File: config.mk
export PLATFORM = sky130hd
export DESIGN_NAME = alu_arbiter_flat
export DESIGN_NICKNAME = d
export VERILOG_FILES = /design/src/rtl/alu_pkg.sv /design/src/rtl/alu_arbiter_if.sv /design/src/rtl/alu_arbiter_main.sv /design/src/rtl/alu_arbiter.sv /design/src/flat_wrapper.sv
export SDC_FILE = /design/constraint.sdc
export NUM_CORES = 1
export LEC_CHECK = 0
export BUFFER_PORTS_ARGS = -buffer_cell sky130_fd_sc_hd__buf_4
export CAP_MARGIN = 15
export CORE_MARGIN = 10
export CORE_UTILIZATION = 47
export CTS_BUF_LIST = sky130_fd_sc_hd__clkbuf_4 sky130_fd_sc_hd__clkbuf_8 sky130_fd_sc_hd__clkbuf_16
export DETAILED_ROUTE_END_ITERATION = 10
export GPL_ROUTABILITY_DRIVEN = 0
export GPL_TIMING_DRIVEN = 0
export PLACE_DENSITY = 0.73
export SLEW_MARGIN = 20
export SYNTH_ARGS = -nofsm -noshare
export SYNTH_HDL_FRONTEND = slang
export SYNTH_HIERARCHICAL = 1
export SYNTH_SLANG_ARGS = --single-unit
File: constraint.sdc
create_clock -name clk -period 2.5 [get_ports clk]
set_input_delay 0.125 -clock clk [delete_from_list [all_inputs] [get_ports clk]]
set_output_delay 0.125 -clock clk [all_outputs]
set_load 0.01 [all_outputs]
File: src/rtl/alu_pkg.sv
// Shared types and defaults for the arbitrated ALU block.
// Holds the op encoding, arbiter state enum and default width.
package alu_pkg;

  localparam int ALU_WIDTH = 4;

  typedef enum logic [1:0] {
    ALU_AND = 2'b00,
    ALU_OR  = 2'b01,
    ALU_ADD = 2'b10,
    ALU_SUB = 2'b11
  } alu_op_t;

  typedef enum logic [1:0] {
    ST_IDLE = 2'b00,
    ST_EXEC = 2'b01,
    ST_RESP = 2'b10
  } arb_state_t;

endpackage

File: src/rtl/alu_arbiter_if.sv
// Request/response bundle between two requesters and the arbiter.
// slave side faces the arbiter, master side faces the requesters.
interface alu_arbiter_if
  import alu_pkg::*;
#(
  parameter int WIDTH = ALU_WIDTH
);

  logic [1:0]            req_valid;
  logic [1:0]            req_ready;
  logic [1:0][WIDTH-1:0] req_a;
  logic [1:0][WIDTH-1:0] req_b;
  logic [1:0][1:0]       req_op;
  logic                  rsp_valid;
  logic                  rsp_ready;
  logic                  rsp_id;
  logic [WIDTH-1:0]      rsp_result;
  logic                  rsp_zero;
  logic [7:0]            op_count;

  modport slave (
    input  req_valid,
    input  req_a,
    input  req_b,
    input  req_op,
    input  rsp_ready,
    output req_ready,
    output rsp_valid,
    output rsp_id,
    output rsp_result,
    output rsp_zero,
    output op_count
  );

  modport master (
    output req_valid,
    output req_a,
    output req_b,
    output req_op,
    output rsp_ready,
    input  req_ready,
    input  rsp_valid,
    input  rsp_id,
    input  rsp_result,
    input  rsp_zero,
    input  op_count
  );

endinterface

File: src/rtl/alu_arbiter_main.sv
// Combinational ALU: AND / OR / ADD / SUB, modulo 2^WIDTH.
// Carry and borrow are dropped by the result width.
module ALU_main
  import alu_pkg::*;
#(
  parameter int WIDTH = ALU_WIDTH
) (
  input  logic [WIDTH-1:0] i_a,
  input  logic [WIDTH-1:0] i_b,
  input  alu_op_t          i_op,
  output logic [WIDTH-1:0] o_result
);

  always_comb begin
    o_result = '0;
    unique case (i_op)
      ALU_AND: o_result = i_a & i_b;
      ALU_OR:  o_result = i_a | i_b;
      ALU_ADD: o_result = i_a + i_b;
      ALU_SUB: o_result = i_a - i_b;
      default: o_result = '0;
    endcase
  end

endmodule

File: src/rtl/alu_arbiter.sv
// Two-port round-robin front end for a shared ALU.
// IDLE grants, EXEC computes from captured operands, RESP holds.
module alu_arbiter
  import alu_pkg::*;
#(
  parameter int WIDTH = ALU_WIDTH
) (
  input  logic          clk,
  input  logic          rst,
  alu_arbiter_if.slave  bus
);

  arb_state_t       r_state;
  arb_state_t       w_next;
  logic [1:0]       w_grant;
  logic             w_sel;
  logic             w_accept;
  logic             w_rsp_hs;
  logic             r_last;
  logic [WIDTH-1:0] r_a;
  logic [WIDTH-1:0] r_b;
  alu_op_t          r_op;
  logic             r_id;
  logic [WIDTH-1:0] w_alu_res;
  logic [WIDTH-1:0] r_rsp_result;
  logic             r_rsp_zero;
  logic             r_rsp_id;
  logic [7:0]       r_op_count;

  // On contention the port not served last wins.
  always_comb begin
    w_grant = 2'b00;
    unique case (bus.req_valid)
      2'b01:   w_grant = 2'b01;
      2'b10:   w_grant = 2'b10;
      2'b11:   w_grant = r_last ? 2'b01 : 2'b10;
      default: w_grant = 2'b00;
    endcase
  end

  assign w_sel    = w_grant[1];
  assign w_accept = (r_state == ST_IDLE) && (|bus.req_valid);
  assign w_rsp_hs = (r_state == ST_RESP) && bus.rsp_ready;

  always_ff @(posedge clk) begin
    if (rst) r_state <= ST_IDLE;
    else     r_state <= w_next;
  end

  always_comb begin
    w_next = r_state;
    unique case (r_state)
      ST_IDLE: if (|bus.req_valid) w_next = ST_EXEC;
      ST_EXEC: w_next = ST_RESP;
      ST_RESP: if (bus.rsp_ready) w_next = ST_IDLE;
      default: w_next = ST_IDLE;
    endcase
  end

  ALU_main #(
    .WIDTH (WIDTH)
  ) u_alu (
    .i_a      (r_a),
    .i_b      (r_b),
    .i_op     (r_op),
    .o_result (w_alu_res)
  );

  always_ff @(posedge clk) begin
    if (rst) begin
      r_a <= '0;
      r_b <= '0;
      r_op <= ALU_AND;
      r_id <= 1'b0;
    end else if (w_accept) begin
      r_a <= bus.req_a[w_sel];
      r_b <= bus.req_b[w_sel];
      r_op <= alu_op_t'(bus.req_op[w_sel]);
      r_id <= w_sel;
    end
  end

  always_ff @(posedge clk) begin
    if (rst) begin
      r_rsp_result <= '0;
      r_rsp_zero <= 1'b0;
      r_rsp_id <= 1'b0;
      r_last <= 1'b1;
      r_op_count <= 8'd0;
    end else begin
      if (r_state == ST_EXEC) begin
        r_rsp_result <= w_alu_res;
        r_rsp_zero <= ~|w_alu_res;
        r_rsp_id <= r_id;
      end
      if (w_rsp_hs) begin
        r_last <= r_rsp_id;
        r_op_count <= r_op_count + 8'd1;
      end
    end
  end

  assign bus.req_ready  = (r_state == ST_IDLE) ? w_grant : 2'b00;
  assign bus.rsp_valid  = (r_state == ST_RESP);
  assign bus.rsp_id     = r_rsp_id;
  assign bus.rsp_result = r_rsp_result;
  assign bus.rsp_zero   = r_rsp_zero;
  assign bus.op_count   = r_op_count;

endmodule

File: src/flat_wrapper.sv
// flat-port wrapper written by rule: the top's interface ports become plain ports
module alu_arbiter_flat import alu_pkg::*;
#(
  parameter int WIDTH = ALU_WIDTH
)
  (clk, rst, bus_req_valid, bus_req_a, bus_req_b, bus_req_op, bus_rsp_ready, bus_req_ready, bus_rsp_valid, bus_rsp_id, bus_rsp_result, bus_rsp_zero, bus_op_count);
  alu_arbiter_if #(.WIDTH(WIDTH)) bus_i ();
  input  logic clk;
  input  logic rst;
  input wire logic [$bits(bus_i.req_valid)-1:0] bus_req_valid;
  input wire logic [$bits(bus_i.req_a)-1:0] bus_req_a;
  input wire logic [$bits(bus_i.req_b)-1:0] bus_req_b;
  input wire logic [$bits(bus_i.req_op)-1:0] bus_req_op;
  input wire logic [$bits(bus_i.rsp_ready)-1:0] bus_rsp_ready;
  output wire logic [$bits(bus_i.req_ready)-1:0] bus_req_ready;
  output wire logic [$bits(bus_i.rsp_valid)-1:0] bus_rsp_valid;
  output wire logic [$bits(bus_i.rsp_id)-1:0] bus_rsp_id;
  output wire logic [$bits(bus_i.rsp_result)-1:0] bus_rsp_result;
  output wire logic [$bits(bus_i.rsp_zero)-1:0] bus_rsp_zero;
  output wire logic [$bits(bus_i.op_count)-1:0] bus_op_count;
  assign bus_i.req_valid = bus_req_valid;
  assign bus_i.req_a = bus_req_a;
  assign bus_i.req_b = bus_req_b;
  assign bus_i.req_op = bus_req_op;
  assign bus_i.rsp_ready = bus_rsp_ready;
  assign bus_req_ready = bus_i.req_ready;
  assign bus_rsp_valid = bus_i.rsp_valid;
  assign bus_rsp_id = bus_i.rsp_id;
  assign bus_rsp_result = bus_i.rsp_result;
  assign bus_rsp_zero = bus_i.rsp_zero;
  assign bus_op_count = bus_i.op_count;
  alu_arbiter #(.WIDTH(WIDTH)) u_core (.clk(clk), .rst(rst), .bus(bus_i));
endmodule
## Yosys cells after proc, flatten, opt, wreduce, memory -nomap -nowiden

Cells that the tools add are included.

| storage, ports and cells | value |
|---|---|
| word-level logic and storage cells | 47 |
| input port bits | 25 |
| register bits | 28 |

| operators by class | value |
|---|---|
| bitwise gates (word level) | 2 |
| reductions and logical operators | 8 |
| muxes and demuxes | 13 |
| add/subtract/negate cells | 3 |
| order comparisons | 1 |
| equality and inequality tests | 10 |

Operator list:

| operator | number |
|---|---|
| 2-to-1 mux 4 bit | 4 |
| one-hot mux 4 bit (4 select lines) | 1 |
| 2-to-1 mux 2 bit | 6 |
| one-hot mux 2 bit (3 select lines) | 2 |
| == test 2 bit (second input constant) | 5 |
| adder 8 x 1 -> 8 bit (second input constant) | 1 |
| == test 2 x 1 -> 1 bit (second input constant) | 3 |
| adder 4 bit | 1 |
| AND 4 bit | 1 |
| logical NOT 2 bit | 2 |
| != test 2 bit (second input constant) | 2 |
| bitwise OR 4 bit | 1 |
| OR reduction 4 bit | 1 |
| subtractor 4 bit | 1 |
| logical AND 1 bit | 2 |
| less-than comparator 1 x 2 -> 1 bit (second input constant) | 1 |
| AND reduction 2 bit | 1 |
| OR reduction 2 bit | 1 |
| logical NOT 1 bit | 1 |

## Logic depth before layout (Yosys ltp)

Gate-level depths: netlist (run 1).

| depth | value |
|---|---|
| depth after elaboration | 4 |
| gate-level depth with buffers | 14 |

## Modules after synthesis

The synthesis (run 1) kept the hierarchy.

Modules (own cells, without submodules):

| module | instances | sequential area each (um^2) | area each (um^2) | cells an instance |
|---|---|---|---|---|
| alu_arbiter | 1 | 560.5 | 1,276.2 | 140 |
| ALU_main | 1 | 0.0 | 344.1 | 51 |

## Worst setup path before layout (run 1)

OpenSTA, ideal clock, no wires.

| path | value |
|---|---|
| path kind | register to register |
| start | register u_core.r_op[1] |
| end | register u_core.r_rsp_zero (netlist: u_core/bus.rsp_zero) |
| slack | -2 ps |
| path buffers | 1 |
| data required time | 2,372 ps |
| arrival | 2,374 ps |
| period minus slack after synthesis | 2,502 ps |
| stages on the path, launching flop included | 14 |
| cells stage by stage | dfxtp_1 clkbuf_1 nand2_1 o21ai_0 inv_1 ha_1 nand2_1 o21ai_2 or2_0 a311o_1 a21oi_2 nor4_1 mux2i_1 nor2_1 |

| between the ends | value |
|---|---|
| longest elaborated chain between the ends | 4 |
| elaborated cells on any way between the ends | 7 |
| those cells by class | 3 x eq/ne; 1 x mux; 3 x reduce/logical |

Ends and longest elaborated chain:

| element | line | RTL |
|---|---|---|
| start: declaration | alu_arbiter.sv:22 | `alu_op_t r_op;` |
| start signal: assignment | alu_arbiter.sv:78 | `r_op <= alu_op_t'(bus.req_op[w_sel]);` |
| == test 2 bit, or another cell as far along | alu_arbiter_main.sv:16 | `unique case (i_op)` |
| one-hot mux 4 bit (4 select lines) (*) | alu_arbiter_main.sv:16 |  |
| net u_core.w_alu_res[3] | alu_arbiter.sv:24 | `logic [WIDTH-1:0] w_alu_res;` |
| OR reduction 4 bit (*) | alu_arbiter.sv:93 | `r_rsp_zero <= ~\|w_alu_res;` |
| logical NOT 1 bit (*) | alu_arbiter.sv:93 |  |
| end signal: assignment | alu_arbiter.sv:93 |  |
| end: declaration | alu_arbiter.sv:26 | `logic r_rsp_zero;` |

The timed path passes the listed nets; every way through them passes the cells marked *.
A chain may end at the register's enable or synchronous reset.

## Worst setup path in the final report (run 1)

| path | value |
|---|---|
| start | register u_core.r_b[0] |
| end | register u_core.r_rsp_zero (netlist: u_core/bus.rsp_zero) |

| between the ends | value |
|---|---|
| longest elaborated chain between the ends | 4 |
| elaborated cells on any way between the ends | 7 |
| those cells by class | 2 x add/sub; 1 x mux; 2 x bitwise; 2 x reduce/logical |

Ends and longest elaborated chain:

| element | line | RTL |
|---|---|---|
| start: declaration | alu_arbiter.sv:21 | `logic [WIDTH-1:0] r_b;` |
| start signal: assignment | alu_arbiter.sv:77 | `r_b <= bus.req_b[w_sel];` |
| subtractor 4 bit / adder 4 bit (equally long branches) | alu_arbiter_main.sv:20, alu_arbiter_main.sv:19 |  |
| one-hot mux 4 bit (4 select lines) (*) | alu_arbiter_main.sv:16 |  |
| net u_core.w_alu_res[3] | alu_arbiter.sv:24 |  |
| OR reduction 4 bit (*) | alu_arbiter.sv:93 |  |
| logical NOT 1 bit (*) | alu_arbiter.sv:93 |  |

Marks and branches as above.

==> results.cfg, run 1 <==
[worst_setup_path]
path_cells = inv_4 > ha_4 > a21oi_2 > xnor2_1 > ha_1 > a21oi_2 > o21ai_4 > or2_0 > a311o_1 > a21oi_2 > nor4_2 > mux2i_1 > nor2_1
rr_worst_depth = 13
crit_path_start_kind = flip-flop
cpMaxStageDelayCell = dfxtp_4
reg2reg_to = u_core/bus.rsp_zero
worstSetupStartpoint = u_core/r_b[0]
slowest_delay_ns = 0.40
cp_common_cell = a21oi_2
required_ns = 2.73
crit_path_max_fanout = 5
worstSetupPathType = flip-flop to flip-flop
reg2reg_from = u_core/r_b[0]
critPathCapture = u_core/bus.rsp_zero
crit_path_end_kind = flip-flop
worstPathArrival_ns = 2.74
r2r_slack_ns = -0.01

[sta]
slew_headroom = 0.624
finalCriticalPeriod_ns = 2.51
period_share = 1.00
finClkSkew_ns = 0.000774
finalHoldViolCount = 0
finalMaxSlewViolations = 0
worst_pin_slew_ns = 0.564
finalSetupViolations = 1
rsz0062_at_grt = yes
fmax_ghz = 0.398
fin_ws_ns = -0.00993

[logic_synthesis]
synth_cell_types = 43
synth.largest_area_cell = dfxtp_1
ys.warnings.count = 6
synthTopCellsByArea = dfxtp_1, o32ai_2, mux2i_1, nor2_1, ha_1
async_reset_ff_frac = 0
synth_area_sq_um = 1620
syn-num-nets = 224
synth_edf_count = 0
ys_seq_elements = 28
ys.flop_type = dfxtp_1
seq_area_frac_synth = 0.346
synth_top_area_frac = 0.346
netlist_instances = 191
syn_area_per_cell_sq_um = 8.48

[routing]
drtPass1Iterations = 4
drtAntennaViolNets = 0
drt-total-wl_um = 4240
via_count = 1495
post-route-drc-count = 0
viasPerCell = 5.25
drt_first_iter_violations = 91
avgRoutedWirePerCell_um = 14.9

[global_route]
grt_pass1_vias = 1439
grt_max_degree = 17
track_usage = 0.133
grt_pass1_wl_um = 6790
overflow = 0
antenna_found_initial = 0

[clock_tree]
cts_tree = built
numCtsBuffers = 3
cts_hold_buffers = 0
cts-root-buf = clkbuf_4
clockBufferDepth = 2
clock_latency_ns = 0.33
clkTransAtPathRegs_ns = 0.15
cts.htree.levels = 1
cts_sinks = 28

[placed_design]
portBuffers = 40
dp_hpwl_um = 3140

[cells_and_area]
final_common_cell = buf_4
fin_util = 0.634
syn_to_final_growth_pct = 30.7
post_route_cells_drive_above_1_share = 0.326
final_cell_mix = buf_4, nor2_1, dfxtp_1
diodes = 0
nets = 273

[die]
fp-row-count = 21
die_x_um = 78.7
core_sq_um = 3340
initial_core_util = 0.486
ios = 42
die_h_um = 78.7
dieArea_sq_um = 6200

[status]
violations = setup timing
status = finished, violations left

[pwr]
vdd_drop_max_mv = 0.421
power_density_nw_per_um2 = 557
p_total_uw = 1180
power_leakage_uw = 0.000933

[run]
maxCapViolations = 0

[hold_path]
hp-class = input pin to flip-flop
-- worst min-delay path by stage --
| stage | start | endpoint | slack, ns | cells past startpoint |
|---|---|---|---|---|
| after floorplan | rst | u_core/r_last | 0.29 | 2 |
| after CTS | bus_req_op[1] | u_core/r_op[1] | 0.03 | 2 |
| final | bus_req_op[1] | u_core/r_op[1] | 0.04 | 2 |
| after detailed placement | bus_req_op[1] | u_core/r_op[1] | 0.39 | 2 |
| after global placement | bus_req_op[1] | u_core/r_op[1] | 0.39 | 2 |
| after global routing | bus_req_op[1] | u_core/r_op[1] | 0.03 | 2 |
-- worst max-delay path, delay by kind of cell, from the launching register on --
kind | cells | cell delay (ns)
simple gates | 3 | 0.31
compound gates | 5 | 0.96
xor+xnor | 1 | 0.13
buf+inv | 1 | 0.04
mux | 1 | 0.13
fa+ha+maj | 2 | 0.44
flops | 1 | 0.40
-- synthesized netlist by cell type (4+ instances only) --
| cell | count |
|---|---|
| a21oi_1 | 15 |
| dfxtp_1 | 28 |
| clkbuf_1 | 7 |
| ha_1 | 7 |
| nand2_1 | 19 |
| mux2i_1 | 9 |
| inv_1 | 14 |
| or3_1 | 4 |
| nor2_1 | 24 |
| o32ai_2 | 7 |
| o21ai_0 | 7 |
| nand3_1 | 4 |
-- cells by family after synthesis --
group,synth area share
DFF,0.346
AOI/OAI and AO/OA,0.213
and+or+nand+nor,0.207
muxes,0.0695
xor gates and xnor gates,0.0216
adders and majority gates,0.0788
buffers and inverters,0.0641
-- area by class of cell --
| type | count | area, sq um |
|---|---|---|
| flip-flops and latches | 28 | 571 |
| multi-input cells | 138 | 990 |
| inverters | 15 | 61.3 |
| plain buffers | 8 | 40.0 |
| fillers | 300 | 1220 |
| well taps | 46 | 57.6 |
| repair buffers | 46 | 345 |
| clock inverters | 1 | 30.0 |
| clock buffers | 3 | 22.5 |
-- stage by stage --
stage,TNS [ns],cell area (sq um),worst slack (ns),hold slack [ns],cells
floorplan,0,1620,0.0497,0.291,191
global placement,-0.334,1980,-0.243,0.390,277
detailed placement,-0.450,1980,-0.298,0.390,277
CTS,0,2080,0.0191,0.0332,284
global route,-0.252,2120,-0.153,0.0302,285
finish,-0.00993,2120,-0.00993,0.0381,285
-- state kept, by name, summed over array words and instances (netlist names) --
name,cells
u_core/bus.op_count,8
u_core/bus.rsp_id,1
u_core/bus.rsp_result,4
u_core/bus.rsp_zero,1
u_core/r_a,4
u_core/r_b,4
u_core/r_id,1
u_core/r_last,1
u_core/r_op,2
u_core/r_state,2
-- repair_timing --
| action | 4_1_cts | 5_1_grt |
|---|---|---|
| resized for setup | 10 | 8 |
| endpoints found under the hold margin | 0 | 0 |
| buffers inserted | 4 | 2 |
| pin swaps | 5 | 9 |
| endpoints found under the setup margin | 2 | 2 |
-- power by group --
group | internal, uW | switching [uW]
combinational | 180 | 184
clock | 162 | 138
sequential | 477 | 38.3
total | 819 | 361
-- routing by layer --
metal,global-route usage,vias to the layer above,wire length [um]
met5,0,-,0
met4,0.0609,0,80
met3,0.0327,7,238
met2,0.212,32,2040
met1,0.165,691,1890
li1,-,765,-
(Power assumes the default switching activity.)
==> inputs of run 2 (changes only) <==
--- a/config.mk
+++ b/config.mk
@@ -7,13 +7,15 @@
 export LEC_CHECK = 0
 export BUFFER_PORTS_ARGS = -buffer_cell sky130_fd_sc_hd__buf_4
 export CAP_MARGIN = 15
+export CELL_PAD_IN_SITES_DETAIL_PLACEMENT = 1
+export CELL_PAD_IN_SITES_GLOBAL_PLACEMENT = 2
 export CORE_MARGIN = 10
-export CORE_UTILIZATION = 47
+export CORE_UTILIZATION = 27
 export CTS_BUF_LIST = sky130_fd_sc_hd__clkbuf_4 sky130_fd_sc_hd__clkbuf_8 sky130_fd_sc_hd__clkbuf_16
 export DETAILED_ROUTE_END_ITERATION = 10
 export GPL_ROUTABILITY_DRIVEN = 0
 export GPL_TIMING_DRIVEN = 0
-export PLACE_DENSITY = 0.73
+export PLACE_DENSITY = 0.72
 export SLEW_MARGIN = 20
 export SYNTH_ARGS = -nofsm -noshare
 export SYNTH_HDL_FRONTEND = slang
==> run 2 against run 1 <==
  * The run now ends clean
  * Global-route usage fell by 3.4 points
  * Cell count rose by 9.8%
  * Combinational power rose by 5.5%
  * Design area rose by 3.4%
  * Count of clock-buffer cells in the layout did not move
  * Sequential share of layout area fell by 0.99 points
  * Critical path type unchanged
==> results.cfg, run 2 (same netlist as run 1, synthesis figures left out) <==
[global_route]
track_usage = 0.0987
overflow = 0
antenna_found_initial = 0
grt_max_degree = 17
grt_pass1_wl_um = 7900
grt_pass1_vias = 1552

[clock_tree]
clockBufferDepth = 2
cts.htree.levels = 1
clock_latency_ns = 0.28
cts_sinks = 28
cts-root-buf = clkbuf_8
numCtsBuffers = 3
cts_tree = built
cts_hold_buffers = 0
clkTransAtPathRegs_ns = 0.10

[sta]
slew_headroom = 0.583
finClkSkew_ns = 0.00511
rsz0062_at_grt = yes
finalMaxSlewViolations = 0
finalSetupViolations = 0
worst_pin_slew_ns = 0.625
period_share = 0.979
finalCriticalPeriod_ns = 2.45
hold_ws_ns = 0.111
finalHoldViolCount = 0
fmax_ghz = 0.409
finalSetupTns_ns = 0

[pwr]
vdd_drop_max_mv = 0.325
internal_power_uw = 874
power_frac_seq = 0.406
p_switching_uw = 386
power_density_nw_per_um2 = 576
clkPwrFrac = 0.290
power_leakage_uw = 0.000936
netSwitchingFraction = 0.306
combPwrFrac = 0.304

[worst_setup_path]
crit_path_end_kind = flip-flop
r2r_slack_ns = 0.05
reg2reg_from = u_core/r_b[0]
worstPathArrival_ns = 2.61
crit_path_start_kind = flip-flop
reg2reg_to = u_core/bus.rsp_zero
required_ns = 2.66
crit_path_max_fanout = 6
worstSetupPathType = flip-flop to flip-flop
rr_worst_depth = 13

[routing]
drt-total-wl_um = 4820
viasPerCell = 4.73
via_count = 1482
drtPass1Iterations = 3
drtAntennaViolNets = 0
post-route-drc-count = 0
avgRoutedWirePerCell_um = 15.4
drt_first_iter_violations = 31

[die]
die_h_um = 97.5
die_x_um = 97.5
core_sq_um = 5890
initial_core_util = 0.275
ios = 42
dieArea_sq_um = 9500
fp-row-count = 28

[placed_design]
portBuffers = 40
dp_hpwl_um = 3750
postPlaceCellArea_sq_um = 2020

[cells_and_area]
design_area_sq_um = 2190
syn_to_final_growth_pct = 35.1
largest_reg_flops = 8
diodes = 0
final_cell_mix = buf_4, nor2_1, dfxtp_1
final_common_cell = buf_4
nets = 272
post_route_cells_drive_above_1_share = 0.345
nFillCells = 729

[run]
maxCapViolations = 0

[hold_path]
hp-class = input pin to flip-flop
holdPathEnd = u_core/r_op[1]
min_delay_path_depth = 2
worstHoldStart = bus_req_op[1]

[status]
status = finished clean
==> run 2: cell type report <==
cell class,instances,area (sq um),area share
clock inverters,1,30.0,0.0137
flip-flops and latches,28,568,0.260
well taps,75,93.8,0.0429
clock buffers,3,41.3,0.0189
multi-input cells,138,1010,0.464
repair buffers,44,330,0.151
inverters,15,58.8,0.0269
plain buffers,9,51.3,0.0234
==> run 2: worst max path at each step <==
stage	start	end	slack, ns	cells past startpoint
after detailed placement	u_core/r_op[0]	u_core/bus.rsp_zero	-0.26	13
after global placement	u_core/r_op[0]	u_core/bus.rsp_zero	-0.27	13
final	u_core/r_b[0]	u_core/bus.rsp_zero	0.05	13
after floorplan	u_core/r_b[0]	u_core/bus.rsp_zero	0.05	13
after global routing	u_core/r_b[0]	u_core/bus.rsp_zero	-0.15	13
after CTS	u_core/r_b[0]	u_core/bus.rsp_zero	0.004	13
==> run 2: power by group through the flow <==
stage	Sequential (uW)	Clock, uW	Combinational, uW
3_5_place_dp	517	0	334
4_1_cts	509	376	368
5_1_grt	517	394	430
3_3_place_gp	516	0	329
6_report	511	365	384
2_1_floorplan	509	0	226
==> run 2: critical path, stage by stage (launching register included) <==
cell     delay (ns)
dfxtp_4        0.38
inv_4          0.04
ha_4           0.14
a21oi_2        0.10
xnor2_1        0.09
ha_1           0.35
a21oi_2        0.19
o21ai_4        0.11
or2_0          0.23
a311o_1        0.27
a21oi_2        0.19
nor4_2         0.06
mux2i_1        0.13
nor2_1         0.05
==> run 2: timing repair <==
item | CTS | global route
hold endpoints to repair | 0 | 0
gates resized for setup | 11 | 12
buffers inserted | 3 | 1
setup endpoints to repair | 2 | 2
pin swaps | 8 | 3
==> run 2: stage by stage <==
step,worst slack [ns],power [uW],util,std cells
3_3_place_gp,-0.271,845,0.342,306
6_report,0.0532,1260,0.372,313
3_5_place_dp,-0.265,851,0.342,306
5_1_grt,-0.150,1340,0.372,313
4_1_cts,0.00426,1250,0.363,312
2_1_floorplan,0.0497,736,-,191
==> run 2: routing by layer <==
| metal | wire, um | global-route usage |
|---|---|---|
| met2 | 2310 | 0.159 |
| met4 | 48 | 0.0336 |
| met1 | 2340 | 0.128 |
| met3 | 125 | 0.0178 |
| met5 | 0 | 0 |
==> inputs of run 3 (changes only) <==
--- a/config.mk
+++ b/config.mk
@@ -10,14 +10,13 @@
 export CELL_PAD_IN_SITES_DETAIL_PLACEMENT = 1
 export CELL_PAD_IN_SITES_GLOBAL_PLACEMENT = 2
 export CORE_MARGIN = 10
-export CORE_UTILIZATION = 27
+export CORE_UTILIZATION = 29
 export CTS_BUF_LIST = sky130_fd_sc_hd__clkbuf_4 sky130_fd_sc_hd__clkbuf_8 sky130_fd_sc_hd__clkbuf_16
 export DETAILED_ROUTE_END_ITERATION = 10
 export GPL_ROUTABILITY_DRIVEN = 0
 export GPL_TIMING_DRIVEN = 0
-export PLACE_DENSITY = 0.72
+export PLACE_DENSITY = 0.76
 export SLEW_MARGIN = 20
 export SYNTH_ARGS = -nofsm -noshare
 export SYNTH_HDL_FRONTEND = slang
-export SYNTH_HIERARCHICAL = 1
 export SYNTH_SLANG_ARGS = --single-unit
==> constraint.sdc (replaced) <==
create_clock -name clk -period 2.71 [get_ports clk]
set_input_delay 0.1355 -clock clk [delete_from_list [all_inputs] [get_ports clk]]
set_output_delay 0.1355 -clock clk [all_outputs]
set_load 0.01 [all_outputs]
==> run 3 against run 2 <==
  * Non-clock buffer count shrank 3
  * Clock skew grew 0.0035 ns
  * Fmax grew 2.0%
==> results.cfg, run 3 <==
[clock_tree]
cts-root-buf = clkbuf_8
cts.htree.levels = 1
postCtsSetupBuffers = 0
numCtsBuffers = 3
clock_latency_ns = 0.28
cts_tree = built
clockBufferDepth = 2
cts_sinks = 28
clkTransAtPathRegs_ns = 0.11

[sta]
rsz0062_at_grt = no
finalSetupTns_ns = 0
period_share = 0.885
fmax_ghz = 0.417
finalMaxSlewViolations = 0
finClkSkew_ns = 0.00860
slew_headroom = 0.529
finalHoldViolCount = 0
finalCriticalPeriod_ns = 2.40
hold_ws_ns = 0.110
worst_pin_slew_ns = 0.699
finalSetupViolations = 0

[pwr]
clkPwrFrac = 0.302
combPwrFrac = 0.277
power_density_nw_per_um2 = 557
power_leakage_uw = 0.000849
vdd_drop_max_mv = 0.207
internal_power_uw = 778
netSwitchingFraction = 0.306
power_frac_seq = 0.421
p_switching_uw = 343

[cells_and_area]
multi_input_area_sq_um = 903
final_cell_mix = buf_4, nor2_1, dfxtp_1
nets = 270
stdcell_count = 306
largest_reg_flops = 8
diodes = 0
final_common_cell = buf_4
regArea_sq_um = 562
fin_util = 0.392
nFillCells = 655
syn_to_final_growth_pct = 29.8
post_route_cells_drive_above_1_share = 0.237

[die]
fp-row-count = 26
initial_core_util = 0.302
die_h_um = 93.1
die_x_um = 93.1
core_sq_um = 5140
dieArea_sq_um = 8680
ios = 42

[logic_synthesis]
async_reset_ff_frac = 0
netlist_instances = 192
ys.flop_type = dfxtp_1
synth_area_sq_um = 1550
syn-num-nets = 225
ys_seq_elements = 28
synth.largest_area_cell = dfxtp_1
seq_area_frac_synth = 0.361
ys.warnings.count = 0
synth_top_area_frac = 0.361
syn_area_per_cell_sq_um = 8.08
synth_cell_types = 41
synth_edf_count = 0
ys_top_cells_by_count = dfxtp_1, nor2_1, a21oi_1
synthTopCellsByArea = dfxtp_1, nor2_1, a21oi_1, ha_1, nand2_1

[worst_setup_path]
crit_path_end_kind = flip-flop
slowest_delay_ns = 0.41
path_cells = inv_1 > ha_1 > a21oi_1 > xnor2_1 > ha_1 > a21oi_1 > and2_1 > a21oi_1 > nor4_1 > nand3_1 > o21a_1
crit_buf_inv = 1
cp_top_family = simple AND/OR/NAND/NOR gates
worstPathArrival_ns = 2.59
cp_common_cell = a21oi_1
cpMaxStageDelayCell = dfxtp_2
required_ns = 2.90
crit_path_max_fanout = 6
worstSetupPathType = flip-flop to flip-flop
crit_path_start_kind = flip-flop

[routing]
top_layer = met4
via_count = 1474
wl_met2_um = 2070
drtAntennaViolNets = 0
drtPass1Iterations = 4
avgRoutedWirePerCell_um = 14.8
drt_first_iter_violations = 25
drt-total-wl_um = 4540
drt-met1-wl_um = 2270
viasPerCell = 4.82
wl_met3_um = 175
post-route-drc-count = 0

[placed_design]
portBuffers = 40
dp_hpwl_um = 3690
dpl.cell_count = 302

[run]
maxCapViolations = 0

[status]
status = finished clean

[global_route]
grt_pass1_wl_um = 7690
grt_max_degree = 17
grt_pass1_vias = 1531
overflow = 0
track_usage = 0.107
antenna_found_initial = 0

[hold_path]
hp-class = input pin to flip-flop
[run 3: cell count changes after synthesis, sizes merged, moves of 4 or more]
| cell | change |
|---|---|
| inv | -5 |
| o32ai | -7 |
| mux2i | -7 |
| o22ai | +5 |
| nand4 | +4 |
| o21ai | -5 |
| o221ai | +4 |
| a211oi | +6 |
| nor3 | +5 |
[run 3: cell families (layout without fill, tap and decap cells)]
logic type / Yosys count / in the layout / synth area share
multiplexers: 2 / 2 / 0.0129
adder cells (fa/ha/maj): 9 / 9 / 0.0758
buffers and inverters: 20 / 64 / 0.0565
flip-flops: 28 / 28 / 0.361
AO/OA/AOI/OAI: 43 / 43 / 0.177
XOR/XNOR: 9 / 9 / 0.0508
AND/OR/NAND/NOR: 81 / 81 / 0.266
[run 3: area by class of cell]
cell class / count / area share
Multi-Input combinational cell: 144 / 0.449
Sequential cell: 28 / 0.279
Timing Repair Buffer: 40 / 0.149
Tap cell: 70 / 0.0435
Buffer: 10 / 0.0255
Clock buffer: 3 / 0.0205
Inverter: 10 / 0.0186
Clock inverter: 1 / 0.0149
[run 3: path summary, 6_finish.rpt]
check | from | endpoint | slack, ns | depth (start not counted)
worst min register to register | u_core.r_id | u_core.bus.rsp_id | 0.47 | 2
worst min-delay path | bus_rsp_ready | u_core.r_state[1] | 0.11 | 3
worst max register to register | u_core.r_b[0] | u_core.bus.rsp_result[3] | 0.31 | 11
worst max-delay path | u_core.r_b[0] | u_core.bus.rsp_result[3] | 0.31 | 11
[run 3: what timing repair did]
action / CTS / global route
hold buffers: 0 / 0
setup endpoints to repair: 0 / 2
resized for setup: 0 / 4
[run 3: power by group through the flow]
stage	Clock, uW	Combinational (uW)	Sequential (uW)
floorplan	0	202	477
global placement	0	311	481
detailed placement	0	313	482
CTS	347	316	473
global route	366	355	479
finish	338	310	472
[run 3: worst reg2reg max path, cell delays in order, from the launching register on]
cell,delay (ns)
dfxtp_2,0.41
inv_1,0.08
ha_1,0.20
a21oi_1,0.15
xnor2_1,0.14
ha_1,0.28
a21oi_1,0.19
and2_1,0.21
a21oi_1,0.05
nor4_1,0.27
nand3_1,0.15
o21a_1,0.19
[run 3: per-layer routing]
| metal | vias up | GRT usage |
|---|---|---|
| met1 | 686 | 0.147 |
| met2 | 25 | 0.164 |
| met3 | 2 | 0.0256 |
| met4 | 0 | 0.0231 |
| li1 | 761 | - |
| met5 | - | 0 |
[run 3: stage by stage]
| step | area [sq um] | total power [uW] | worst slack, ns |
|---|---|---|---|
| 2_1_floorplan | 1550 | 679 | 0.505 |
| 3_3_place_gp | 1940 | 792 | 0.0812 |
| 3_5_place_dp | 1940 | 795 | 0.0669 |
| 4_1_cts | 2010 | 1140 | 0.0417 |
| 5_1_grt | 2010 | 1200 | 0.0726 |
| 6_report | 2010 | 1120 | 0.311 |
